===== src/rtl/sca_blk_sched.sv =====
// SCA block scheduler for one CFEB: allocates write blocks on LCT, queues frozen blocks, sequences digitization.
// Optional SCA_LCT_EDGE_EN turns LCT into a rising-edge request; undefined means one request per high cycle.
module sca_blk_sched #(
  parameter int unsigned DIG_TMO = 256,
  parameter int unsigned OVF_W   = 8
) (
  input  logic             i_clk,
  input  logic             i_rst,
  input  logic             i_lct,
  output logic [3:0]       o_wblk,
  output logic             o_full,
  output logic [3:0]       o_nfree,
  output logic [15:0]      o_busy_map,
  output logic             o_dig_req,
  output logic [3:0]       o_dig_blk,
  input  logic             i_dig_ack,
  input  logic             i_dig_done,
  output logic [OVF_W-1:0] o_ovf_cnt,
  output logic             o_tmo_err,
  input  logic             i_clr_err
);

  typedef enum logic [1:0] {S_IDLE, S_REQ, S_BUSY, S_REL} state_t;

  localparam logic [OVF_W-1:0] OVF_ONE = {{(OVF_W-1){1'b0}}, 1'b1};
  localparam logic [15:0]      TMO_LAST = 16'(DIG_TMO - 1);

  logic [3:0]       r_wblk;
  logic [15:0]      r_busy_map;
  logic [3:0]       r_nfree;
  logic             r_full;
  logic [OVF_W-1:0] r_ovf_cnt;
  logic             r_tmo_err;
  logic [3:0]       r_q_mem [16];
  logic [3:0]       r_q_wr;
  logic [3:0]       r_q_rd;
  logic [4:0]       r_q_cnt;
  state_t           r_state;
  logic             r_dig_req;
  logic [3:0]       r_dig_blk;
  logic [15:0]      r_timer;

  logic             w_lct_req;
  logic             w_alloc;
  logic             w_drop;
  logic             w_rel;
  logic [3:0]       w_free_idx;
  logic [3:0]       w_nfree_nxt;
  state_t           w_state_nxt;
  logic             w_dig_req_nxt;
  logic [3:0]       w_dig_blk_nxt;
  logic [15:0]      w_timer_nxt;
  logic             w_tmo_set;

`ifdef SCA_LCT_EDGE_EN
  logic r_lct_d;
  always_ff @(posedge i_clk or posedge i_rst) begin
    if (i_rst) r_lct_d <= 1'b0;
    else       r_lct_d <= i_lct;
  end
  assign w_lct_req = i_lct & ~r_lct_d;
`else
  assign w_lct_req = i_lct;
`endif

  assign w_alloc     = w_lct_req && (r_nfree != 4'd0);
  assign w_drop      = w_lct_req && (r_nfree == 4'd0);
  assign w_rel       = (r_state == S_REL);
  assign w_nfree_nxt = r_nfree - {3'b000, w_alloc} + {3'b000, w_rel};

  // Scan downward so the lowest-index free block wins.
  always_comb begin
    w_free_idx = 4'd0;
    for (int i = 15; i >= 0; i--) begin
      if (!r_busy_map[i]) w_free_idx = i[3:0];
    end
  end

  always_ff @(posedge i_clk or posedge i_rst) begin
    if (i_rst) begin
      r_wblk     <= 4'd0;
      r_busy_map <= 16'h0001;
      r_nfree    <= 4'd15;
      r_full     <= 1'b0;
    end else begin
      if (w_alloc) r_wblk <= w_free_idx;
      r_busy_map <= (r_busy_map | (w_alloc ? (16'h0001 << w_free_idx) : 16'h0000))
                    & ~(w_rel ? (16'h0001 << r_dig_blk) : 16'h0000);
      r_nfree    <= w_nfree_nxt;
      r_full     <= (w_nfree_nxt == 4'd0);
    end
  end

  always_ff @(posedge i_clk) begin
    if (w_alloc) r_q_mem[r_q_wr] <= r_wblk;
  end

  always_ff @(posedge i_clk or posedge i_rst) begin
    if (i_rst) begin
      r_q_wr  <= 4'd0;
      r_q_rd  <= 4'd0;
      r_q_cnt <= 5'd0;
    end else begin
      if (w_alloc) r_q_wr <= r_q_wr + 4'd1;
      if (w_rel)   r_q_rd <= r_q_rd + 4'd1;
      r_q_cnt <= r_q_cnt + {4'd0, w_alloc} - {4'd0, w_rel};
    end
  end

  always_comb begin
    w_state_nxt   = r_state;
    w_dig_req_nxt = r_dig_req;
    w_dig_blk_nxt = r_dig_blk;
    w_timer_nxt   = r_timer;
    w_tmo_set     = 1'b0;
    case (r_state)
      S_IDLE: begin
        if (r_q_cnt != 5'd0) begin
          w_state_nxt   = S_REQ;
          w_dig_req_nxt = 1'b1;
          w_dig_blk_nxt = r_q_mem[r_q_rd];
        end
      end
      S_REQ: begin
        if (i_dig_ack) begin
          w_state_nxt   = S_BUSY;
          w_dig_req_nxt = 1'b0;
          w_timer_nxt   = 16'd0;
        end
      end
      S_BUSY: begin
        w_timer_nxt = r_timer + 16'd1;
        if (i_dig_done) begin
          w_state_nxt = S_REL;
        end else if (r_timer == TMO_LAST) begin
          w_state_nxt = S_REL;
          w_tmo_set   = 1'b1;
        end
      end
      S_REL:   w_state_nxt = S_IDLE;
      default: w_state_nxt = S_IDLE;
    endcase
  end

  always_ff @(posedge i_clk or posedge i_rst) begin
    if (i_rst) begin
      r_state   <= S_IDLE;
      r_dig_req <= 1'b0;
      r_dig_blk <= 4'd0;
      r_timer   <= 16'd0;
    end else begin
      r_state   <= w_state_nxt;
      r_dig_req <= w_dig_req_nxt;
      r_dig_blk <= w_dig_blk_nxt;
      r_timer   <= w_timer_nxt;
    end
  end

  // A set event in the same cycle as CLR_ERR takes precedence over the clear.
  always_ff @(posedge i_clk or posedge i_rst) begin
    if (i_rst) begin
      r_ovf_cnt <= '0;
      r_tmo_err <= 1'b0;
    end else begin
      if (w_drop) begin
        if (i_clr_err)       r_ovf_cnt <= OVF_ONE;
        else if (!(&r_ovf_cnt)) r_ovf_cnt <= r_ovf_cnt + OVF_ONE;
      end else if (i_clr_err) begin
        r_ovf_cnt <= '0;
      end
      if (w_tmo_set)      r_tmo_err <= 1'b1;
      else if (i_clr_err) r_tmo_err <= 1'b0;
    end
  end

  assign o_wblk     = r_wblk;
  assign o_busy_map = r_busy_map;
  assign o_nfree    = r_nfree;
  assign o_full     = r_full;
  assign o_dig_req  = r_dig_req;
  assign o_dig_blk  = r_dig_blk;
  assign o_ovf_cnt  = r_ovf_cnt;
  assign o_tmo_err  = r_tmo_err;

endmodule

===== config.mk =====
export PLATFORM = sky130hd
export DESIGN_NAME = sca_blk_sched
export DESIGN_NICKNAME = d
export VERILOG_FILES = /design/src/rtl/sca_blk_sched.sv
export SDC_FILE = /design/constraint.sdc
export NUM_CORES = 1
export LEC_CHECK = 0
export ABC_AREA = 1
export BUFFER_PORTS_ARGS = -buffer_cell sky130_fd_sc_hd__buf_2
export CAP_MARGIN = 20
export CELL_PAD_IN_SITES_DETAIL_PLACEMENT = 2
export CELL_PAD_IN_SITES_GLOBAL_PLACEMENT = 2
export CORE_ASPECT_RATIO = 1.5
export CORE_MARGIN = 2
export CORE_UTILIZATION = 37
export CTS_BUF_LIST = sky130_fd_sc_hd__clkbuf_4 sky130_fd_sc_hd__clkbuf_8
export CTS_CLUSTER_DIAMETER = 200
export DETAILED_ROUTE_END_ITERATION = 12
export PLACE_DENSITY = 0.84
export SYNTH_ARGS = -nofsm -noshare
export SYNTH_HDL_FRONTEND = slang
export SYNTH_SLANG_ARGS = --single-unit
export TNS_END_PERCENT = 1

===== constraint.sdc =====
create_clock -name i_clk -period 2.6 [get_ports i_clk]
set_input_delay 0.13 -clock i_clk [delete_from_list [all_inputs] [get_ports i_clk]]
set_output_delay 0.13 -clock i_clk [all_outputs]
set_load 0.005 [all_outputs]

==> metrics.md, run 1 <==
| Metric | Value |
|---|---|
| Layout Utilization | `0.435` |
| Final Setup Violations | `0` |
| Worst Hold Class | `in -> reg` |
| Crit-path max cell delay | `800 ps` |
| Seq. cell area | `0.00368 mm^2` |
| Ratio of cells with drive above 1 in the final layout | `0.173` |
| I/O pin cnt | `45` |
| Sink Count | `134` |
| Crit start category | `register` |
| Status | `finished clean` |
| Site row count | `58` |
| CTS buffer count | `17` |
| Clk_skew | `10.4 ps` |
| Req. time, crit path | `2950 ps` |
| Final hold slack | `48.3 ps` |
| Cell with the most instances after synthesis | `nor2_1` |
| Syn Inst Count | `611` |
| Post-synth top flop | `dfrtp_1` |
| Largest net degree at the start of global routing | `71` |
| Post-Syn Nets | `642` |
| Fin crit period | `2410 ps` |
| Final HPWL DP | `13.1 mm` |
| Synth unique cells | `50` |
| Power Total | `0.00900 W` |
| Rel. slew slack | `0.320` |
| Initial Util | `0.377` |
| Final count of pins violating max slew | `0` |
| RSZ-0062 raised after global routing | `false` |
| Crit path DAT | `2750 ps` |
| Cell Area, Synth | `0.00632 mm^2` |
| Core area | `0.0168 mm^2` |
| Clk slew on worst S/H paths | `80 ps` |
| DRT iter0 DRCs | `162` |
| Total GRT Usage | `0.209` |
| #FFs+latches synth | `134` |
| Chip Height | `164 um` |
| CTS tree | `done` |
| VDD IR max | `399 uV` |
| Leakage | `3.02 nW` |
| Final setup TNS | `0 ps` |
| Setup Buffers After CTS | `0` |
| Setup CP Type | `reg -> reg` |
| Share of the synthesized area in the top cell type | `0.304` |
| Max Cap Viol | `0` |
| Syn-to-layout area delta | `15.4%` |
| Initial antenna violation count | `0` |
| Synthesis warning total | `0` |
| Port bufs | `44` |
| Fin nets | `700` |
| Vias in the first global route | `5316` |
| Worst-path cell chain | `inv_1, ha_1, inv_1, or2_1, o21ai_4, nor2_1, a21oi_1, o21a_1` |
| Clk Latency, worst-skew pair | `450 ps` |
| DRC Markers | `0` |
| Via/cell ratio | `5.39` |
| Worst path slowest cell | `nor2_1` |
| First-pass GRT wire length | `29.2 mm` |
| WL per Instance | `20.4 um` |
| Die Area | `0.0182 mm^2` |
| Crit share post-route | `0.926` |
| Most used cell, CP | `inv_1` |
| Antenna-violating nets left | `0` |
| WL final | `18.2 mm` |
| EDFF count, synth | `64` |
| Largest cells by area after synthesis | `edfxtp_1, dfrtp_1, nor2_1` |
| FMAX | `0.415 GHz` |
| Pre-antenna DRT Iters | `4` |
| Number of fillers in the final layout | `1799` |
| CP Max Fanout | `12` |
| Sequential area share after synthesis | `0.582` |
| Root buf cell | `clkbuf_8` |
| Post-Syn Area per Cell | `10.3 um^2` |
| Pwr dens | `1230 mW/mm^2` |
| Worst Tran Pin Value | `1020 ps` |
| Ant. Diodes | `0` |
| Vias | `4805` |
| Global route total overflow | `0` |
| Commonest cells post-synth | `nor2_1, inv_1, dfrtp_1` |
| Final Wtd Congestion | `0.820` |
| Footprint of the multi-input gates | `0.00228 mm^2` |
| Die width | `111 um` |
| Hold Vio Cnt, Final | `0` |
| CTS HTree Levels | `4` |
| Worst setup EP type | `register` |
| Synth area leader | `edfxtp_1` |
| Asr flop ratio synth | `0.522` |
| CTS Buffer Depth | `2` |
-- sequential cells by signal, summed over array words and instances (netlist names) --
signal,count
o_dig_blk,4
o_nfree,4
r_q_rd,4
o_full,1
o_wblk,4
o_ovf_cnt,8
r_timer,16
o_tmo_err,1
r_q_mem,64
o_busy_map,16
r_q_cnt,5
r_q_wr,4
r_state,2
o_dig_req,1
-- cell type report --
type | instances | area share
Sequential cell | 134 | 0.505
Clock buffer | 20 | 0.0377
Tap cell | 210 | 0.0360
Inverter | 83 | 0.0431
Timing Repair Buffer | 53 | 0.0419
Clock inverter | 12 | 0.0238
Multi-Input combinational cell | 380 | 0.313
-- per-layer routing --
metal | routed length (um) | part of all wire | global-route usage
met1 | 6830 | 0.37 | 0.218
met2 | 10300 | 0.57 | 0.402
met3 | 424 | 0.023 | 0.0365
met4 | 635 | 0.035 | 0.103
met5 | 0 | 0 | 0
-- cell usage in the layout, fill, tap and decap left out, types with 9 or more instances in the layout --
cell,netlist,final
xor2_1,9,9
dfrtp_1,65,65
a21oi_1,23,23
ha_1,23,21
nand3_1,25,24
nor2_1,90,90
o221ai_1,13,13
mux2i_1,13,13
nor3_1,14,14
o21ai_0,28,27
buf_2,6,44
nand4_1,21,21
edfxtp_1,64,64
inv_1,74,72
nand2_1,58,57
clkbuf_8,0,20
-- kinds of logic (layout without fill, tap and decap cells) --
logic type / Yosys count / after routing / synth area share
mux: 13 / 13 / 0.0206
simple gates: 232 / 232 / 0.169
buf+inv: 97 / 168 / 0.0604
fa+ha+maj: 25 / 25 / 0.0519
xor+xnor: 12 / 12 / 0.0166
compound gates: 98 / 98 / 0.0997
flops: 134 / 134 / 0.582
-- critical path, delay by kind of cell (launching register included) --
family	cells	cell delay, ps
DFF	1	390
buffers and inverters	2	210
and+or+nand+nor	2	1030
AOI/OAI and AO/OA	3	410
adders and majority gates	1	270
-- path summary, 6_finish.rpt --
path	to	slack [ps]	start	cells past startpoint
setup / recovery	r_timer[7]	190	r_state[1]	8
hold / removal	o_tmo_err	50	i_dig_done	3
setup reg to reg	r_timer[7]	190	r_state[1]	8
hold reg to reg	o_tmo_err	520	o_tmo_err	1
max in group asynchronous	o_busy_map[0]	1950	i_rst	4
min in group asynchronous	r_timer[15]	300	i_rst	4
-- metrics by stage --
step / setup WS, ps / std cells / area (um^2)
6_report: 193 / 892 / 7290
5_1_grt: 32.3 / 892 / 7290
4_1_cts: 13.6 / 892 / 7270
3_5_place_dp: 9.20 / 858 / 6800
3_3_place_gp: 203 / 858 / 6800
2_1_floorplan: 118 / 611 / 6320
-- what timing repair did --
action	CTS	global route
endpoints found under the setup margin	0	2
hold endpoints to repair	68	0
gates resized for setup	0	8
hold buffers	2	0
-- report_power, final --
| part | internal, W | switching [W] | leakage (nW) |
|---|---|---|---|
| clock network | 0.00112 | 0.000845 | 0.219 |
| logic | 0.00119 | 0.00223 | 1.36 |
| registers | 0.00289 | 0.000724 | 1.45 |
Power figures use the tool's default switching activity.
==> inputs of run 2 (changes only) <==
- CORE_ASPECT_RATIO: 1.5 -> 0.6
==> run 2 against run 1 <==
Against the previous run: global-route usage up 3.6 points; via count rose by 5.3%; critical endpoint is now o_full; hold slack improved by 13 ps; register-to-register slack got worse by 120 ps; sequential power decreased by 1%; cell count grew 2.4%.
==> metrics.md, run 2 (same netlist as run 1, synthesis figures left out) <==
| Metric | Value |
|---|---|
| Status | `finished clean (unchanged)` |
| Vias | `5059 (was 4805)` |
| Largest Register | `r_q_mem (unchanged)` |
| Max FFs per register | `64 (unchanged)` |
| Via/cell ratio | `5.54 (was 5.39)` |
| WL per Instance | `23.6 um (was 20.4 um)` |
| Hold_sp | `i_dig_done (unchanged)` |
| Ant. Diodes | `0 (unchanged)` |
| RR Startpoint | `o_nfree[2] (was r_state[1])` |
| Initial Util | `0.384 (was 0.377)` |
| Total GRT Usage | `0.245 (was 0.209)` |
| CTS buffer count | `17 (unchanged)` |
| Hold Vio Cnt, Final | `0 (unchanged)` |
| Fin nets | `703 (was 700)` |
| CTS HTree Levels | `4 (unchanged)` |
| WL final | `21.6 mm (was 18.2 mm)` |
| Worst-path cell chain | `inv_1, ha_1, nand3_1, nand2_1, buf_4, clkinv_1, ha_2, inv_1, ha_1, a21oi_1, nand2_1, xnor2_2, nor4_4 (was inv_1, ha_1, inv_1, or2_1, o21ai_4, nor2_1, a21oi_1, o21a_1)` |
| CTS tree | `done (unchanged)` |
| Fin crit period | `2530 ps (was 2410 ps)` |
| Finished Layout Cells | `913 (was 892)` |
| Seq. cell area | `0.00368 mm^2 (unchanged)` |
| I/O pin cnt | `45 (unchanged)` |
| Most frequent cells in the layout | `nor2_1, inv_1, dfrtp_1, edfxtp_1, nand2_1 (unchanged)` |
| Final HPWL DP | `14.4 mm (was 13.1 mm)` |
| Footprint of the multi-input gates | `0.00232 mm^2 (was 0.00228 mm^2)` |
| Vias in the first global route | `5679 (was 5316)` |
| Number of fillers in the final layout | `1746 (was 1799)` |
| Syn-to-layout area delta | `16.6% (was 15.4%)` |
| Rel. slew slack | `0.405 (was 0.320)` |
| Cell family with most CP delay | `adder cells (was simple AND/OR/NAND/NOR gates)` |
| Final count of pins violating max slew | `0 (unchanged)` |
| Worst Tran Pin Value | `889 ps (was 1020 ps)` |
| Largest net degree at the start of global routing | `36 (was 71)` |
| DRT iter0 DRCs | `342 (was 162)` |
| Req. time, crit path | `2940 ps (was 2950 ps)` |
| Chip Height | `105 um (was 164 um)` |
| Sink Count | `134 (unchanged)` |
| Root buf cell | `clkbuf_8 (unchanged)` |
| Leakage | `3.03 nW (was 3.02 nW)` |
| CTS Buffer Depth | `2 (unchanged)` |
| Commonest non-fill, non-tap cell in the layout | `nor2_1 (unchanged)` |
| Antenna-violating nets left | `0 (unchanged)` |
| Clk Latency, worst-skew pair | `460 ps (was 450 ps)` |
| FMAX | `0.395 GHz (was 0.415 GHz)` |
| Crit share post-route | `0.974 (was 0.926)` |
| Site row count | `36 (was 58)` |
| Worst path slowest cell | `dfstp_2 (was nor2_1)` |
| Die Area | `0.0182 mm^2 (about the same)` |
| Port bufs | `44 (unchanged)` |
| Critical path launch point | `o_nfree[2] (was r_state[1])` |
| Clk slew on worst S/H paths | `80 ps (about the same)` |
| Critical path buffer and inverter count | `4 (was 2)` |
| Pwr dens | `1290 mW/mm^2 (was 1230 mW/mm^2)` |
| Final Wtd Congestion | `0.844 (was 0.820)` |
| Placed Instances | `879 (was 858)` |
| Ratio of cells with drive above 1 in the final layout | `0.184 (was 0.173)` |
| Initial antenna violation count | `0 (unchanged)` |
| Max Cap Viol | `0 (unchanged)` |
| Setup Buffers After CTS | `0 (unchanged)` |
| Setup CP Type | `reg -> reg (unchanged)` |
| Worst setup EP type | `register (unchanged)` |
| Worst setup margin | `68.8 ps (was 193 ps)` |
| DRC Markers | `0 (unchanged)` |
| Post-placement setup slack | `-3.76 ps (was 9.20 ps)` |
| First-pass GRT wire length | `33.8 mm (was 29.2 mm)` |
| Clk_skew | `15.8 ps (was 10.4 ps)` |
| Crit-path max cell delay | `540 ps (was 800 ps)` |
| Crit start category | `register (unchanged)` |
| Worst Hold Class | `in -> reg (unchanged)` |
| Core area | `0.0165 mm^2 (was 0.0168 mm^2)` |
| CP Max Fanout | `10 (was 12)` |
| Final Setup Violations | `0 (unchanged)` |
| VDD IR max | `360 uV (was 399 uV)` |
| Crit path DAT | `2870 ps (was 2750 ps)` |
| Die width | `173 um (was 111 um)` |
| Pre-antenna DRT Iters | `4 (unchanged)` |
| Global route total overflow | `0 (unchanged)` |
## run 2: report_power, final
part           internal [W]  leakage, nW  switching (W)  total (W)
Combinational       0.00130         1.38        0.00265    0.00395
Clock               0.00107        0.211       0.000948    0.00201
Sequential          0.00289         1.45       0.000680    0.00357
Total               0.00526         3.03        0.00428    0.00954
## run 2: tightest hold or removal path, delay by kind of cell
family	cells	cell delay, ps
buf+inv	1	100
simple gates	1	50
compound gates	1	190
## run 2: worst paths after layout
kind,endpoint,slack [ps],depth (start not counted)
hold / removal,o_tmo_err,60,3
setup reg to reg,o_full,70,13
max in group asynchronous,o_nfree[3],1540,4
hold reg to reg,o_dig_req,520,2
min in group asynchronous,o_ovf_cnt[2],330,3
setup / recovery,o_full,70,13
## run 2: per-stage QoR
step	utilization	cell area, um^2	hold slack [ps]	total power (W)	TNS, ps
floorplan	-	6320	203	0.00560	0
global placement	0.415	6850	279	0.00671	0
detailed placement	0.415	6850	299	0.00713	-3.76
CTS	0.444	7330	34.0	0.00939	0
global route	0.447	7370	59.5	0.0101	-14.8
finish	0.447	7370	61.3	0.00954	0
## run 2: layout make-up
| class | count | share of cell area |
|---|---|---|
| clock buffer | 18 | 0.0328 |
| clock inverter | 14 | 0.0270 |
| inverter | 83 | 0.0426 |
| multi-input combinational | 380 | 0.315 |
| sequential | 134 | 0.499 |
| tap | 228 | 0.0387 |
| timing repair buffer | 56 | 0.0445 |
## run 2: per-layer routing
layer,up-vias,part of all wire,GRT usage
li1,2245,-,-
met1,2641,0.45,0.321
met2,138,0.48,0.406
met3,35,0.054,0.0570
met4,0,0.019,0.0793
met5,-,0,0
## run 2: what timing repair did
action                                 CTS  global route
setup endpoints to repair                2             3
pin swaps                                5             1
endpoints found under the hold margin   33             0
hold buffers                             2             0
gates resized for setup                  7             8
==> inputs of run 3 (changes only) <==
- ABC_AREA: 1 -> not set
- CORE_UTILIZATION: 37 -> 39
==> run 3 against run 2 <==
Against the previous run: via count decreased by 15%; count of clock-buffer cells in the layout decreased by 1; sequential share of layout area increased by 1.2 points; sequential power increased by 3%; non-clock buffer count increased by 4; global-route usage decreased by 2.5 points; routed wire length decreased by 20%; first-iteration DRC count decreased by 13%; synthesized cell count decreased by 20%; critical endpoint unchanged; largest cell class unchanged.
==> metrics.md, run 3 <==
| Metric | Value |
|---|---|
| Status | `finished clean (unchanged)` |
| Share of the synthesized area in the top cell type | `0.312 (was 0.304)` |
| Ratio of cells with drive above 1 in the final layout | `0.246 (was 0.184)` |
| Combinational Power Share | `0.381 (was 0.414)` |
| Layout Utilization | `0.467 (was 0.447)` |
| RR Startpoint | `o_nfree[2] (unchanged)` |
| Max FFs per register | `64 (unchanged)` |
| Synth area leader | `edfxtp_1 (unchanged)` |
| Final Cell Area | `0.00719 mm^2 (was 0.00737 mm^2)` |
| Pre-antenna DRT Iters | `4 (unchanged)` |
| Fin nets | `586 (was 703)` |
| Clk slew on worst S/H paths | `100 ps (was 80 ps)` |
| Sink Count | `134 (unchanged)` |
| Hold Vio Cnt, Final | `0 (unchanged)` |
| Sw Share | `0.416 (was 0.448)` |
| Initial antenna violation count | `0 (unchanged)` |
| Rel. slew slack | `0.428 (was 0.405)` |
| RSZ-0062 raised after global routing | `true` |
| I/O pin cnt | `45 (unchanged)` |
| Antenna-violating nets left | `0 (unchanged)` |
| Total GRT Usage | `0.220 (was 0.245)` |
| Vias | `4292 (was 5059)` |
| Root buf cell | `clkbuf_8 (unchanged)` |
| CTS tree | `done (unchanged)` |
| Cell with the most instances after synthesis | `dfrtp_1 (was nor2_1)` |
| Final HPWL DP | `12.0 mm (was 14.4 mm)` |
| CTS Buffer Depth | `2 (unchanged)` |
| Syn-to-layout area delta | `16.7% (was 16.6%)` |
| Clk_skew | `22.9 ps (was 15.8 ps)` |
| Commonest cells post-synth | `dfrtp_1, edfxtp_1, nor2_1 (was nor2_1, inv_1, dfrtp_1)` |
| Initial Util | `0.400 (was 0.384)` |
| FMAX | `0.389 GHz (was 0.395 GHz)` |
| R2R setup slack | `30 ps (was 70 ps)` |
| Sequential power share | `0.415 (was 0.375)` |
| WL per Instance | `22.5 um (was 23.6 um)` |
| Clock power frac | `0.204 (was 0.211)` |
| Worst Hold Class | `in -> reg (unchanged)` |
| Setup CP Type | `reg -> reg (unchanged)` |
| Die width | `166 um (was 173 um)` |
| Crit share post-route | `0.988 (was 0.974)` |
| Asr flop ratio synth | `0.522 (unchanged)` |
| DRT iter0 DRCs | `297 (was 342)` |
| Die Area | `0.0169 mm^2 (was 0.0182 mm^2)` |
| Post-synth top flop | `dfrtp_1 (unchanged)` |
| First-pass GRT wire length | `28.0 mm (was 33.8 mm)` |
| Post-Syn Area per Cell | `12.6 um^2 (was 10.3 um^2)` |
| Global route total overflow | `0 (unchanged)` |
| Worst setup EP type | `register (unchanged)` |
| WL final | `17.4 mm (was 21.6 mm)` |
| Crit-path max cell delay | `550 ps (was 540 ps)` |
| Final count of pins violating max slew | `0 (unchanged)` |
| Fin crit period | `2570 ps (was 2530 ps)` |
| Max Cap Viol | `0 (unchanged)` |
| Worst r2r path cells | `13 (unchanged)` |
| Synth unique cells | `53 (was 50)` |
| Via/cell ratio | `5.57 (was 5.54)` |
| Post-Syn Nets | `522 (was 642)` |
| Sequential area share after synthesis | `0.597 (was 0.582)` |
| Worst path slowest cell | `dfstp_2 (unchanged)` |
| Synthesis warning total | `0 (unchanged)` |
| Hold_sp | `i_dig_ack (was i_dig_done)` |
| Port bufs | `44 (unchanged)` |
| VDD IR max | `662 uV (was 360 uV)` |
| Crit start category | `register (unchanged)` |
| Largest Register | `r_q_mem (unchanged)` |
| Largest net degree at the start of global routing | `43 (was 36)` |
| Ant. Diodes | `0 (unchanged)` |
| P_sw | `0.00368 W (was 0.00428 W)` |
| #FFs+latches synth | `134 (unchanged)` |
| Post-Place Cell Area | `0.00668 mm^2 (was 0.00685 mm^2)` |
| Worst-path cell chain | `inv_2, ha_2, nor3b_2, nand2b_4, buf_4, inv_2, ha_2, inv_1, ha_1, a21o_1, a21oi_2, xor2_2, nor4_2 (was inv_1, ha_1, nand3_1, nand2_1, buf_4, clkinv_1, ha_2, inv_1, ha_1, a21oi_1, nand2_1, xnor2_2, nor4_4)` |
| Cell Area, Synth | `0.00617 mm^2 (was 0.00632 mm^2)` |
| EDFF count, synth | `64 (unchanged)` |
| Final Setup Violations | `0 (unchanged)` |
| Hold endpoint | `o_dig_req (was o_tmo_err)` |
| Site row count | `35 (was 36)` |
| Internal power | `0.00517 W (was 0.00526 W)` |
| Hold Path Depth | `4 (was 3)` |
| Final Wtd Congestion | `0.812 (was 0.844)` |
| Commonest non-fill, non-tap cell in the layout | `dfrtp_1 (was nor2_1)` |
| Most frequent cells in the layout | `dfrtp_1, edfxtp_1, nor2_1, buf_2, nand2_1 (was nor2_1, inv_1, dfrtp_1, edfxtp_1, nand2_1)` |
| CTS HTree Levels | `4 (unchanged)` |
| Vias in the first global route | `4734 (was 5679)` |
| Largest cells by area after synthesis | `edfxtp_1, dfrtp_1, mux4_2 (was edfxtp_1, dfrtp_1, nor2_1)` |
| Clk Latency, worst-skew pair | `450 ps (was 460 ps)` |
| Req. time, crit path | `2920 ps (was 2940 ps)` |
| Worst R2R End | `o_full (unchanged)` |
| Chip Height | `101 um (was 105 um)` |
| Crit path DAT | `2890 ps (was 2870 ps)` |
| Pwr dens | `1230 mW/mm^2 (was 1290 mW/mm^2)` |
| Leakage | `2.91 nW (was 3.03 nW)` |
| CP Max Fanout | `8 (was 10)` |
| CTS buffer count | `17 (unchanged)` |
| Core area | `0.0154 mm^2 (was 0.0165 mm^2)` |
| Syn Inst Count | `491 (was 611)` |
| Worst Tran Pin Value | `857 ps (was 889 ps)` |
| DRC Markers | `0 (unchanged)` |
run 3: changes by cell type in the layout (fill, tap and decap cells not counted), sizes merged, moves of 6 or more:
cell,before,now
nand3,28,22
mux2i,13,4
o21ai,35,10
nand4,21,5
inv,83,43
a2bb2oi,0,6
o221ai,13,2
nand2,61,42
a21oi,25,16
nand2b,0,7
mux4,0,16
xnor2,3,17
nor2,92,48
run 3: critical path: cells and delay by family (launching register included):
kind | cells | cell delay, ps
DFF | 1 | 550
adders and majority gates | 3 | 630
xor gates and xnor gates | 1 | 200
and+or+nand+nor | 3 | 360
buffers and inverters | 4 | 340
AOI/OAI and AO/OA | 2 | 360
run 3: how the worst max path moves through the flow:
stage / start / to / slack, ps / cells past startpoint
finish: o_nfree[2] / o_full / 30 / 13
global placement: o_nfree[2] / o_full / 70 / 11
CTS: o_nfree[2] / o_full / 10 / 13
global route: o_nfree[2] / o_full / -90 / 13
detailed placement: o_nfree[2] / r_q_cnt[4] / -90 / 14
floorplan: o_nfree[2] / r_q_cnt[4] / 20 / 15
run 3: kinds of logic (layout without fill, tap and decap cells):
family / Yosys count / count (layout) / synth area share
compound gates: 63 / 63 / 0.0733
simple gates: 168 / 168 / 0.134
buf+inv: 49 / 126 / 0.0308
flops: 134 / 134 / 0.597
xor+xnor: 28 / 28 / 0.0398
fa+ha+maj: 25 / 25 / 0.0532
mux: 24 / 24 / 0.0722
run 3: power groups by stage:
stage	Clock [W]	Sequential, W	Combinational (W)
5_1_grt	0.00193	0.00377	0.00374
6_report	0.00180	0.00367	0.00337
2_1_floorplan	0	0.00332	0.00222
3_5_place_dp	0	0.00370	0.00314
3_3_place_gp	0	0.00362	0.00289
4_1_cts	0.00184	0.00368	0.00337
run 3: what timing repair did:
| action | 4_1_cts | 5_1_grt |
|---|---|---|
| hold buffers | 3 | 0 |
| setup buffers | 1 | 0 |
| endpoints found under the setup margin | 6 | 33 |
| endpoints found under the hold margin | 29 | 0 |
| gates resized for setup | 17 | 5 |
| pin swaps | 8 | 4 |
run 3: cell type report:
type	instances	area (um^2)
repair buffers	60	360
fillers	1553	8220
flip-flops and latches	134	3680
inverters	34	130
clock buffers	17	234
multi-input cells	308	2380
well taps	203	254
clock inverters	15	156
run 3: metrics by stage:
step	power (W)	setup TNS [ps]	hold WS, ps	instances	setup slack (ps)
3_5_place_dp	0.00684	-131	296	735	-91.9
2_1_floorplan	0.00554	0	239	491	21.0
6_report	0.00885	0	49.5	771	32.3
4_1_cts	0.00889	0	9.38	771	13.9
3_3_place_gp	0.00651	0	281	735	70.3
5_1_grt	0.00944	-161	48.3	771	-93.6
run 3: per-layer routing:
layer,vias to the layer above,global-route usage,routed length [um]
met3,18,0.0367,615
met5,-,0,0
met2,98,0.356,8190
li1,1903,-,-
met4,0,0.0683,235
met1,2273,0.311,8310
